--- config.mk ---
export PLATFORM = sky130hd
export DESIGN_NAME = branch_sequencer
export DESIGN_NICKNAME = d
export VERILOG_FILES = /design/src/rtl/proc_pkg.sv /design/src/rtl/cond_eval.sv /design/src/rtl/branch_sequencer.sv
export SDC_FILE = /design/constraint.sdc
export NUM_CORES = 1
export LEC_CHECK = 0
export BUFFER_PORTS_ARGS = -buffer_cell sky130_fd_sc_hd__buf_2
export CELL_PAD_IN_SITES_DETAIL_PLACEMENT = 1
export CELL_PAD_IN_SITES_GLOBAL_PLACEMENT = 2
export CORE_ASPECT_RATIO = 1.5
export CORE_MARGIN = 3
export CORE_UTILIZATION = 31
export CTS_CLUSTER_SIZE = 40
export DETAILED_ROUTE_END_ITERATION = 10
export GPL_ROUTABILITY_DRIVEN = 0
export GPL_TIMING_DRIVEN = 0
export MAX_ROUTING_LAYER = met4
export PLACE_DENSITY = 0.78
export SETUP_SLACK_MARGIN = 0.5
export SLEW_MARGIN = 15
export SYNTH_ARGS = -nofsm -noshare
export SYNTH_HDL_FRONTEND = slang
export SYNTH_SLANG_ARGS = --single-unit
--- constraint.sdc ---
create_clock -name clk -period 2.4 [get_ports clk]
set_input_delay 0.48 -clock clk [delete_from_list [all_inputs] [get_ports clk]]
set_output_delay 0.48 -clock clk [all_outputs]
set_load 0.005 [all_outputs]
--- src/rtl/proc_pkg.sv ---
`default_nettype none
// ============================================================================
// Module      : proc_pkg
// Description : Shared definitions for the branch sequencer: flag bit
//               indices, condition-code encodings and the sequencer FSM
//               state type.
// Revision    : 1.0 - initial release
// ============================================================================
package proc_pkg;

  // Bit positions inside the architectural flag register.
  localparam int FLAG_Z = 0;
  localparam int FLAG_C = 1;
  localparam int FLAG_S = 2;
  localparam int FLAG_O = 3;

  // Condition select encodings. 3'b010 and 3'b011 are intentionally unused.
  localparam logic [2:0] COND_TRUE     = 3'b000;
  localparam logic [2:0] COND_NEG      = 3'b001;
  localparam logic [2:0] COND_CARRY    = 3'b100;
  localparam logic [2:0] COND_ZERO     = 3'b101;
  localparam logic [2:0] COND_NEG_ZERO = 3'b110;
  localparam logic [2:0] COND_OVF      = 3'b111;

  typedef enum logic [1:0] {
    ST_IDLE  = 2'd0,
    ST_EVAL  = 2'd1,
    ST_FLUSH = 2'd2
  } seq_state_t;

endpackage
`default_nettype wire

--- src/rtl/cond_eval.sv ---
`default_nettype none
// ============================================================================
// Module      : cond_eval
// Description : Combinational branch condition evaluator. Selects the raw
//               condition from the flags, then applies jtrue/jfalse polarity.
//               Undefined condition codes never produce a taken branch.
// Revision    : 1.0 - initial release
// Ports       : opcode (1 = jtrue, 0 = jfalse), cond (condition select),
//               flags (Z,C,S,O at bits 0..3), taken (branch decision)
// ============================================================================
module cond_eval
  import proc_pkg::*;
(
  input  logic       opcode,
  input  logic [2:0] cond,
  input  logic [3:0] flags,
  output logic       taken
);

  logic w_raw;
  logic w_defined;

  always_comb begin
    w_raw     = 1'b0;
    w_defined = 1'b1;
    case (cond)
      COND_TRUE:     w_raw = 1'b1;
      COND_NEG:      w_raw = flags[FLAG_S];
      COND_CARRY:    w_raw = flags[FLAG_C];
      COND_ZERO:     w_raw = flags[FLAG_Z];
      COND_NEG_ZERO: w_raw = flags[FLAG_S] | flags[FLAG_Z];
      COND_OVF:      w_raw = flags[FLAG_O];
      default:       w_defined = 1'b0;
    endcase
  end

  // Undefined codes are forced not-taken regardless of polarity.
  assign taken = w_defined & (opcode ? w_raw : ~w_raw);

endmodule
`default_nettype wire

--- src/rtl/branch_sequencer.sv ---
`default_nettype none
// ============================================================================
// Module      : branch_sequencer
// Description : Conditional jump sequencer. Holds the Z/C/S/O flag register,
//               accepts one branch request at a time, evaluates it, pulses
//               pc_load on a taken branch and then flushes fetch/decode for
//               FLUSH_CYCLES cycles.
// Revision    : 1.0 - initial release
// Config      : FLAG_BYPASS_EN - when defined, a flag write coinciding with
//               EVAL is forwarded to the evaluator instead of costing an
//               extra EVAL cycle.
// Ports       : clk, rst_n (async active-low)
//               alu_flags/flag_we   - flag register write port
//               br_valid/br_ready   - request handshake
//               br_opcode/br_cond/br_target - request fields
//               pc_load/pc_target   - PC load pulse and target
//               flush/stall         - pipeline control
//               taken_count         - saturating taken-branch counter
//               flags_q             - current flag register
// ============================================================================
module branch_sequencer
  import proc_pkg::*;
#(
  parameter int AW           = 16,
  parameter int FLUSH_CYCLES = 2
) (
  input  logic          clk,
  input  logic          rst_n,
  input  logic [3:0]    alu_flags,
  input  logic          flag_we,
  input  logic          br_valid,
  output logic          br_ready,
  input  logic          br_opcode,
  input  logic [2:0]    br_cond,
  input  logic [AW-1:0] br_target,
  output logic          pc_load,
  output logic [AW-1:0] pc_target,
  output logic          flush,
  output logic          stall,
  output logic [15:0]   taken_count,
  output logic [3:0]    flags_q
);

  localparam int              CW           = (FLUSH_CYCLES > 1) ? $clog2(FLUSH_CYCLES) : 1;
  localparam logic [CW-1:0]   C_FLUSH_LOAD = CW'((FLUSH_CYCLES > 0) ? FLUSH_CYCLES - 1 : 0);

  seq_state_t      r_state;
  seq_state_t      w_next_state;
  logic            r_opcode;
  logic [2:0]      r_cond;
  logic [AW-1:0]   r_target;
  logic [3:0]      r_flags;
  logic [15:0]     r_taken_count;
  logic [CW-1:0]   r_flush_cnt;

  logic [3:0]      w_eval_flags;
  logic            w_hold;
  logic            w_taken;
  logic            w_fire;

`ifdef FLAG_BYPASS_EN
  // Forward the flags being written this cycle; no extra EVAL cycle needed.
  assign w_eval_flags = flag_we ? alu_flags : r_flags;
  assign w_hold       = 1'b0;
`else
  // A flag write during EVAL defers the decision until the register settles.
  assign w_eval_flags = r_flags;
  assign w_hold       = flag_we;
`endif

  cond_eval u_cond_eval (
    .opcode (r_opcode),
    .cond   (r_cond),
    .flags  (w_eval_flags),
    .taken  (w_taken)
  );

  assign w_fire = (r_state == ST_EVAL) && !w_hold && w_taken;

  // State register
  always_ff @(posedge clk or negedge rst_n) begin
    if (!rst_n) r_state <= ST_IDLE;
    else        r_state <= w_next_state;
  end

  // Next-state logic
  always_comb begin
    w_next_state = r_state;
    case (r_state)
      ST_IDLE: begin
        if (br_valid) w_next_state = ST_EVAL;
      end
      ST_EVAL: begin
        if (w_hold)                          w_next_state = ST_EVAL;
        else if (w_taken && FLUSH_CYCLES > 0) w_next_state = ST_FLUSH;
        else                                 w_next_state = ST_IDLE;
      end
      ST_FLUSH: begin
        if (r_flush_cnt == '0) w_next_state = ST_IDLE;
      end
      default: w_next_state = ST_IDLE;
    endcase
  end

  // Output decode
  always_comb begin
    br_ready = (r_state == ST_IDLE);
    stall    = (r_state == ST_EVAL) || (r_state == ST_FLUSH);
    flush    = (r_state == ST_FLUSH);
    pc_load  = w_fire;
  end

  // Datapath registers
  always_ff @(posedge clk or negedge rst_n) begin
    if (!rst_n) begin
      r_opcode      <= 1'b0;
      r_cond        <= '0;
      r_target      <= '0;
      r_flags       <= '0;
      r_taken_count <= '0;
      r_flush_cnt   <= '0;
    end else begin
      if (flag_we) r_flags <= alu_flags;

      // Request fields are only sampled on the accept cycle.
      if (r_state == ST_IDLE && br_valid) begin
        r_opcode <= br_opcode;
        r_cond   <= br_cond;
        r_target <= br_target;
      end

      if (w_fire && r_taken_count != 16'hFFFF)
        r_taken_count <= r_taken_count + 16'd1;

      // Counter holds remaining flush cycles minus one.
      if (r_state == ST_EVAL && w_next_state == ST_FLUSH)
        r_flush_cnt <= C_FLUSH_LOAD;
      else if (r_state == ST_FLUSH && r_flush_cnt != '0)
        r_flush_cnt <= r_flush_cnt - 1'b1;
    end
  end

  assign pc_target   = r_target;
  assign taken_count = r_taken_count;
  assign flags_q     = r_flags;

endmodule
`default_nettype wire
==> results.md, run 1 <==
* Final Critical Period at just over 2 ns
* RSZ-0062 raised after global routing: true
* CTS clock-pin slew for the worst setup and hold paths at roughly 0.08 ns
* Hold WS at 0.341 ns
* Initial antenna violation count at 0
* WP data arrival at between 1.5 and 2 ns
* Sequential share of the synthesized area at between 50% and 60%
* Post-synth top area share at between 50% and 60%
* Area delta synth->final at 35.0%
* Crit start category: register
* Post-Route Setup TNS at 0 ns
* Max incr delay on CP at 0.46 ns
* Critical Path Slowest Stage Cell: dfrtp_2
* CTS sink count at 43
* Insertion delay to the later sink of the worst-skew pair at 0.29 ns
* Post-synth EDFFs at 0
* FF-to-FF setup slack at 0.49 ns
* Number of I/O port buffers at 67
* Crit end category: output pin
* Ys async rst share at 100%
* Pre-antenna DRT Iters at 4
* Total power at 2.88 mW
* Part of the cycle the worst path needs at 84.5%
* Global-route wire length before repair at 7800 um
* Syn Std Cell Area at 1990 sq um
* Synth cell types at 37
* DP Wirelength at 3500 um
* Pin count of the biggest net entering global routing at 44
* FMAX at slightly below 500 MHz
* Vias in the first global route at 1700
* Worst path cell trace: ha_4, and2b_2, o21ai_4, nor2_1, buf_2
* Die Span Y at ~100 um
* P_leak at about 1.3 nW
* Main flop type after synthesis: dfrtp_1
* WP data required at 1.92 ns
* Final setup violating endpoints at 0
* Root Driver: clkbuf_8
* Pwr Density at 1070 nW/um^2
* Vias/cell at 4.88
* Core Region at between 6000 and 7000 sq um
* Fillcell total at 709
* Grt ovf at 0
* Register bit total from synthesis at 43
* Number of max-cap violations at 0
* Buffers plus inverters on the worst setup path at 1
* Vias at 1590
* Routed wire length at 4780 um
* Area leader, netlist: dfrtp_1
* Routed WL per cell at 14.7 um
* Highest-count cells in the layout ignoring fill and taps: 68 x buf_2, 41 x dfrtp_1, 25 x mux2_2
* Gr usage total at 13.4%
* Worst slew margin relative to its limit at a little over a third
* Initial core utilization at 32.2%
* Share of layout cells above drive strength 1 at approximately 53%
* Pins Over Slew Limit at 0
* ANT cells at 0
* Top post-synthesis cells by area: dfrtp_1 54%, mux2_2 14%, xnor2_1 4.9%
* H-tree depth at 2
* HP Class: in2async
* Synthesized Nets at 196
* Clock skew at 0.00449 ns
* CTS tree: done
* Std cell rows at 35
* Avg Cell Area, Syn at around 12 sq um
* Synthesis Warnings at 0
* Routed Antenna Nets at 0
* Fin. Hold Viols at 0
* TritonCTS Buffers at 5
* Status: completed
* VDD IR max at 554 uV
* Most common cell after layout, fill and taps aside: buf_2
* Pre-CTS WS at 0.432 ns
* Finished Layout Cells at 326
* Crit path max fanout at 7
* Setup CP Type: reg2out
* Mapped Cells at 163
* Die area at around 7400 sq um
* Fin worst setup slack at 0.373 ns
* Worst-Margin Slew at 0.969 ns
* Die X at 71.3 um
* CP top delay family: flip-flops
* Placed insts at 304
* Iteration-0 DRC Markers at 31
* Residual DRC count at 0
* I/O Pins at 68
* CTS Buffer Depth at 2
* Nets@finish at ~280
sequential cells by signal (all words and copies together), names as in the netlist:
| signal | flops |
|---|---|
| pc_target | 16 |
| r_flush_cnt | 1 |
| taken_count | 16 |
| r_opcode | 1 |
| flags_q | 4 |
| r_state | 2 |
| r_cond | 3 |
worst paths after layout:
check | from | to | depth (start not counted)
worst max register to register | r_cond[0]$_DFFE_PN0P_ | taken_count[7]$_DFFE_PN0P_ | 6
max in group asynchronous | rst_n | r_state[0]$_DFF_PN0_ | 1
min in group clk | alu_flags[2] | flags_q[2]$_DFFE_PN0P_ | 3
worst min-delay path | rst_n | pc_target[12]$_DFFE_PN0P_ | 1
worst min register to register | taken_count[5]$_DFFE_PN0P_ | taken_count[5]$_DFFE_PN0P_ | 1
worst max-delay path | r_state[0]$_DFF_PN0_ | pc_load | 5
routing by layer:
layer	share of wire (%)	vias to the layer above	routed length [um]	global-route usage, %
met5	0	-	0	-
met4	0.88	0	42	4.03
met3	5.2	4	247	2.80
met2	54	53	2580	23.6
met1	40	783	1910	14.8
li1	-	750	-	-
area by class of cell:
type	count	area, sq um	share of cell area [%]
clock buffer	6	72.6	2.71
multi-input combinational	110	943	35.2
tap	74	92.6	3.45
inverter	7	26.3	0.980
clock inverter	2	12.5	0.467
sequential	43	1080	40.2
buffer	3	17.5	0.653
timing repair buffer	81	438	16.3
synthesized netlist by cell type (2+ instances only):
cell      count
a21oi_1       2
and3_1        5
clkbuf_1      2
dfrtp_1      43
ha_1          5
inv_1         7
mux2_2       25
nand2_1      10
nand3_1       9
nand4_1       5
nor2_1        6
nor3_1        4
o21ai_0       4
xnor2_1      11
xnor2_2       2
xor2_1        2
where the power goes:
part,internal (mW),switching (mW)
clock,0.204,0.245
sequential,0.963,0.178
combinational,0.674,0.617
per-stage QoR:
step	cell area, sq um	util, %
final	2680	43.4
after global routing	2680	43.4
after CTS	2610	42.2
after detailed placement	2410	39.1
after global placement	2410	39.1
after floorplan	1990	-
worst reg2reg max path: stages, from the launching register on:
cell and delay [ns]:
dfrtp_2 0.44, o211ai_1 0.20, o211ai_2 0.16, xnor2_2 0.17, buf_4 0.17, or4_1 0.52, xnor2_1 0.14
cells by family (layout without fill, tap and decap cells):
group / Yosys count / in the layout / share of synthesized area [%]
buffers and inverters: 10 / 99 / 1.95
xor gates and xnor gates: 15 / 15 / 7.37
adders and majority gates: 5 / 5 / 3.15
and+or+nand+nor: 50 / 50 / 13.7
muxes: 27 / 27 / 15.2
DFF: 43 / 43 / 54.2
AOI/OAI and AO/OA: 13 / 13 / 4.35
repair_timing:
| item | in CTS | in global routing |
|---|---|---|
| pin swaps | 4 | 1 |
| gates cloned | 0 | 1 |
| hold endpoints to repair | 0 | 0 |
| hold buffers | 0 | 0 |
| setup endpoints to repair | 9 | 25 |
| setup buffers | 10 | 3 |
| gates resized for setup | 9 | 13 |
Power figures use the tool's default switching activity.
==> run 2, diff against run 1 <==
clock period = 1.87 ns   (was 2.4 ns; I/O delays follow)
==> results.md, run 2 (synthesis gave the netlist of run 1 again) <==
* CTS sink count at 43 (unchanged)
* CTS clock-pin slew for the worst setup and hold paths at 0.08 ns (about the same)
* Core Region at 6170 sq um (unchanged)
* CTS Buffer Depth at 2 (unchanged)
* FMAX at between 500 and 600 MHz
* Share of layout cells above drive strength 1 at 65.3% (was 52.8%)
* P_leak at 1.44 nW (was 1.30 nW)
* Worst-Margin Slew at 0.972 ns (was 0.969 ns)
* Pwr Density at 1450 nW/um^2 (was 1070 nW/um^2)
* Initial antenna violation count at 0 (unchanged)
* Routed wire length at 5600 um (was 4780 um)
* Global-route wire length before repair at 9030 um (was 7800 um)
* Vias at 1644 (was 1590)
* Die X at 71.3 um (unchanged)
* Residual DRC count at 0 (unchanged)
* Number of I/O port buffers at 67 (unchanged)
* Final setup violating endpoints at 3 (was 0)
* Fin. Hold Viols at 0 (unchanged)
* Pre-antenna DRT Iters at 4 (unchanged)
* GR Layer Usage met3 at 2.42% (was 2.80%)
* Critical Path Slowest Stage Cell: dfrtp_1 (was dfrtp_2)
* GR met1 Demand/Resource at 18.0% (was 14.8%)
* GR peak layer: met2 (unchanged)
* GRT met2 Usage at 27.4% (was 23.6%)
* WP data arrival at 1.53 ns (was 1.55 ns)
* DP Wirelength at 3740 um (was 3500 um)
* Vias in the first global route at 1831 (was 1700)
* WP data required at 1.50 ns (was 1.92 ns)
* Number of max-cap violations at 0 (unchanged)
* Hold WS at 0.228 ns (was 0.341 ns)
* Most common cell after layout, fill and taps aside: buf_2 (unchanged)
* Post-Route Setup TNS at -0.0601 ns (was 0 ns)
* RSZ-0062 raised after global routing: true (unchanged)
* Pre-CTS WS at -0.0547 ns (was 0.432 ns)
* Part of the cycle the worst path needs at 102%
* Failing checks: negative setup slack
* Die Span Y at 104 um (unchanged)
* CP top delay family: flip-flops (unchanged)
* Fin worst setup slack at -0.0337 ns (was 0.373 ns)
* Std cell rows at 35 (unchanged)
* Root Driver: clkbuf_8 (unchanged)
* Finished Layout Cells at 336 (was 326)
* Routed Antenna Nets at 0 (unchanged)
* Gr usage total at 15.6% (was 13.4%)
* Crit start category: register (unchanged)
* CTS tree: done (unchanged)
* Worst slew margin relative to its limit at 35.2% (was 35.4%)
* Status: finished, violations left (was completed)
* Die area at 7420 sq um (unchanged)
* Final Critical Period at 1.90 ns
* Placed insts at 304 (unchanged)
* Nets@finish at 294 (was 284)
* Setup CP Type: reg2out (unchanged)
* Buffers plus inverters on the worst setup path at 1 (unchanged)
* Iteration-0 DRC Markers at 48 (was 31)
* Worst path cell trace: o211ai_1, o211ai_2, xnor2_2, nor2_1, buf_2 (was ha_4, and2b_2, o21ai_4, nor2_1, buf_2)
* Clock skew at 0.00510 ns (was 0.00449 ns)
* Pin count of the biggest net entering global routing at 44 (unchanged)
* Crit end category: output pin (unchanged)
* I/O Pins at 68 (unchanged)
* H-tree depth at 2 (unchanged)
* Area delta synth->final at 54.3% (was 35.0%)
* Crit path max fanout at 5 (was 7)
* Highest-count cells in the layout ignoring fill and taps: 64 x buf_2, 39 x dfrtp_1, 24 x mux2_2 (was 68 x buf_2, 41 x dfrtp_1, 25 x mux2_2)
* Max incr delay on CP at 0.43 ns (was 0.46 ns)
* Vias/cell at 4.89 (was 4.88)
* Pins Over Slew Limit at 0 (unchanged)
* Insertion delay to the later sink of the worst-skew pair at 0.30 ns (was 0.29 ns)
* Initial core utilization at 32.2% (unchanged)
* TritonCTS Buffers at 5 (unchanged)
* Routed WL per cell at 16.7 um (was 14.7 um)
* Grt ovf at 0 (unchanged)
* ANT cells at 0 (unchanged)
* Util after Layout at 49.6% (was 43.4%)
* HP Class: in2async (unchanged)
* VDD IR max at 729 uV (was 554 uV)
-- run 2: changes by cell type in the layout (fill, tap and decap cells not counted), sizes merged --
cell | previous run | this run
buf | 82 | 90
clkbuf | 8 | 11
clkinvlp | 1 | 0
-- run 2: worst paths after layout --
kind | slack (ns) | startpoint | end | cells past startpoint
hold reg to reg | 0.50 | taken_count[5]$_DFFE_PN0P_ | taken_count[5]$_DFFE_PN0P_ | 1
hold / removal | 0.23 | rst_n | taken_count[0]$_DFFE_PN0P_ | 1
max in group asynchronous | 0.98 | rst_n | taken_count[7]$_DFFE_PN0P_ | 1
min in group clk | 0.30 | br_target[8] | pc_target[8]$_DFFE_PN0P_ | 2
setup reg to reg | -0.02 | r_state[1]$_DFF_PN0_ | taken_count[9]$_DFFE_PN0P_ | 7
setup / recovery | -0.03 | r_cond[0]$_DFFE_PN0P_ | pc_load | 5
-- run 2: timing repair --
| item | 4_1_cts | 5_1_grt |
|---|---|---|
| hold buffers | 0 | 0 |
| gates cloned | 3 | 0 |
| endpoints found under the setup margin | 42 | 47 |
| pin swaps | 7 | 18 |
| buffers inserted | 15 | 6 |
| gates resized for setup | 24 | 39 |
-- run 2: per-layer routing --
metal,vias up,share of wire [%]
li1,772,-
met1,810,39
met2,53,55
met3,9,4.0
met4,0,1.5
met5,-,0
-- run 2: stage by stage --
stage | instance area, sq um | total power, mW
3_3_place_gp | 2490 | 2.88
5_1_grt | 3060 | 4.76
2_1_floorplan | 2060 | 2.36
6_report | 3060 | 4.44
4_1_cts | 2810 | 4.04
3_5_place_dp | 2490 | 2.93
-- run 2: final cells by class --
class	count	area, sq um
buffer	3	38.8
clock buffer	7	76.3
clock inverter	1	5.00
fill	667	3110
inverter	7	28.8
multi-input combinational	110	1160
sequential	43	1080
tap	74	92.6
timing repair buffer	91	584
-- run 2: power breakdown --
part / internal (mW) / switching, mW
Clock: 0.263 / 0.327
Sequential: 1.23 / 0.240
Combinational: 1.31 / 1.07
Total: 2.81 / 1.64
==> run 3, diff against run 2 <==
==> constraint.sdc (replaced) <==
create_clock -name clk -period 1.87 [get_ports clk]
set_input_delay 0.0935 -clock clk [delete_from_list [all_inputs] [get_ports clk]]
set_output_delay 0.0935 -clock clk [all_outputs]
set_load 0.005 [all_outputs]
==> results.md, run 3 (synthesis gave the netlist of run 1 again) <==
* Initial antenna violation count at 0 (unchanged)
* DP Wirelength at 3630 um (was 3740 um)
* Setup CP Type: reg2reg (was reg2out)
* Worst-Margin Slew at 0.617 ns (was 0.972 ns)
* Util after Layout at 50.1% (was 49.6%)
* GR peak layer: met2 (unchanged)
* Root Driver: clkbuf_8 (unchanged)
* Vias at 1651 (was 1644)
* RSZ-0062 raised after global routing: true (unchanged)
* Initial core utilization at 32.2% (unchanged)
* Die area at 7420 sq um (unchanged)
* Vias in the first global route at 1823 (was 1831)
* Routed WL per cell at 16.4 um (was 16.7 um)
* Worst slew margin relative to its limit at 58.9% (was 35.2%)
* GR Layer Usage met3 at 3.58% (was 2.42%)
* CTS Buffer Depth at 2 (unchanged)
* Pin count of the biggest net entering global routing at 44 (unchanged)
* Post-route cell area at 3090 sq um (was 3060 sq um)
* Crit end category: register (was output pin)
* HP Class: in2reg (was in2async)
* Nets@finish at 294 (unchanged)
* Total power at 4.63 mW (was 4.44 mW)
* Highest-count cells in the layout ignoring fill and taps: 64 x buf_2, 42 x dfrtp_1, 20 x mux2_4 (was 64 x buf_2, 39 x dfrtp_1, 24 x mux2_2)
* Iteration-0 DRC Markers at 38 (was 48)
* Die Span Y at 104 um (unchanged)
* Gr usage total at 15.4% (was 15.6%)
* CTS clock-pin slew for the worst setup and hold paths at 0.09 ns (was 0.08 ns)
* Buffers plus inverters on the worst setup path at 1 (unchanged)
* Final setup violating endpoints at 0 (was 3)
* Status: completed (was finished, violations left)
* Insertion delay to the later sink of the worst-skew pair at 0.31 ns (was 0.30 ns)
* Pwr Density at 1500 nW/um^2 (was 1450 nW/um^2)
* P_leak at 1.49 nW (was 1.44 nW)
* H-tree depth at 2 (unchanged)
* Core Region at 6170 sq um (unchanged)
* TritonCTS Buffers at 5 (unchanged)
* Global-route wire length before repair at 8830 um (was 9030 um)
* Worst path cell trace: inv_2, ha_4, and2b_2, o21a_1, nand3_1, or4_4, xnor2_2 (was o211ai_1, o211ai_2, xnor2_2, nor2_1, buf_2)
* CTS tree: done (unchanged)
* Crit start category: register (unchanged)
* Max incr delay on CP at 0.55 ns (was 0.43 ns)
* Fin. Hold Viols at 0 (unchanged)
* Placed insts at 304 (unchanged)
* CTS sink count at 43 (unchanged)
* Routed Antenna Nets at 0 (unchanged)
* FMAX at 540 MHz (was 525 MHz)
* Std cell rows at 35 (unchanged)
* Residual DRC count at 0 (unchanged)
* WP data arrival at 2.06 ns (was 1.53 ns)
* GR met1 Demand/Resource at 17.5% (was 18.0%)
* Final Critical Period at 1.85 ns (was 1.90 ns)
* Part of the cycle the worst path needs at 99.0% (was 102%)
* Share of layout cells above drive strength 1 at 61.8% (was 65.3%)
* Number of I/O port buffers at 67 (unchanged)
* Pre-antenna DRT Iters at 3 (was 4)
* WP data required at 2.08 ns (was 1.50 ns)
* VDD IR max at 746 uV (was 729 uV)
* Area delta synth->final at 55.6% (was 54.3%)
* Number of max-cap violations at 0 (unchanged)
* Clock skew at 0.00964 ns (was 0.00510 ns)
* Crit path max fanout at 3 (was 5)
* Die X at 71.3 um (unchanged)
* Routed wire length at 5490 um (was 5600 um)
* DP Area at 2490 sq um (unchanged)
* ANT cells at 0 (unchanged)
* Grt ovf at 0 (unchanged)
* Most common cell after layout, fill and taps aside: buf_2 (unchanged)
* Pins Over Slew Limit at 0 (unchanged)
* I/O Pins at 68 (unchanged)
* Critical Path Slowest Stage Cell: or4_4 (was dfrtp_1)
* Post-Route Setup TNS at 0 ns (was -0.0601 ns)
* Vias/cell at 4.91 (was 4.89)
* Finished Layout Cells at 336 (unchanged)
* CP top delay family: simple AND/OR/NAND/NOR gates (was flip-flops)
* GRT met2 Usage at 25.9% (was 27.4%)
-- run 3: worst paths after layout --
path	startpoint	endpoint	slack, ns	cells after the start
hold / removal	br_target[13]	pc_target[13]$_DFFE_PN0P_	0.01	2
setup reg to reg	r_state[1]$_DFF_PN0_	taken_count[9]$_DFFE_PN0P_	0.02	7
max in group asynchronous	rst_n	r_state[0]$_DFF_PN0_	1.07	2
setup / recovery	r_state[1]$_DFF_PN0_	taken_count[9]$_DFFE_PN0P_	0.02	7
min in group asynchronous	rst_n	taken_count[4]$_DFFE_PN0P_	0.35	2
hold reg to reg	taken_count[12]$_DFFE_PN0P_	taken_count[12]$_DFFE_PN0P_	0.49	1
-- run 3: cell type report --
type	count	area [sq um]
Buffer	3	51.3
Clock buffer	5	68.8
Clock inverter	3	43.8
Fill cell	669	3080
Inverter	7	31.3
Multi-Input combinational cell	110	1170
Sequential cell	43	1080
Tap cell	74	92.6
Timing Repair Buffer	91	558
-- run 3: repair_timing --
action | 4_1_cts | 5_1_grt
endpoints found under the hold margin | 34 | 0
setup endpoints to repair | 39 | 44
pin swaps | 8 | 10
resized for setup | 36 | 31
cloned | 2 | 1
buffers inserted | 12 | 7
hold buffers | 2 | 0
-- run 3: report_power, final --
| group | total [mW] | switching, mW | internal (mW) |
|---|---|---|---|
| clock network | 0.749 | 0.351 | 0.398 |
| registers | 1.48 | 0.245 | 1.23 |
| logic | 2.40 | 1.02 | 1.38 |
| total | 4.63 | 1.62 | 3.01 |
-- run 3: metrics by stage --
| stage | hold WS (ns) | worst slack (ns) |
|---|---|---|
| final | 0.0102 | 0.0190 |
| after global routing | 0.00183 | -0.0660 |
| after CTS | 0.00208 | 0.0236 |
| after detailed placement | 0.307 | -0.0375 |
| after global placement | 0.305 | -0.0353 |
| after floorplan | -0.202 | 0.141 |
-- run 3: metal layers --
metal | routed length [um] | vias to the layer above | part of all wire, %
met4 | 104 | 0 | 1.9
met3 | 305 | 8 | 5.6
met2 | 2900 | 53 | 53
li1 | - | 768 | -
met1 | 2190 | 822 | 40
met5 | 0 | - | 0
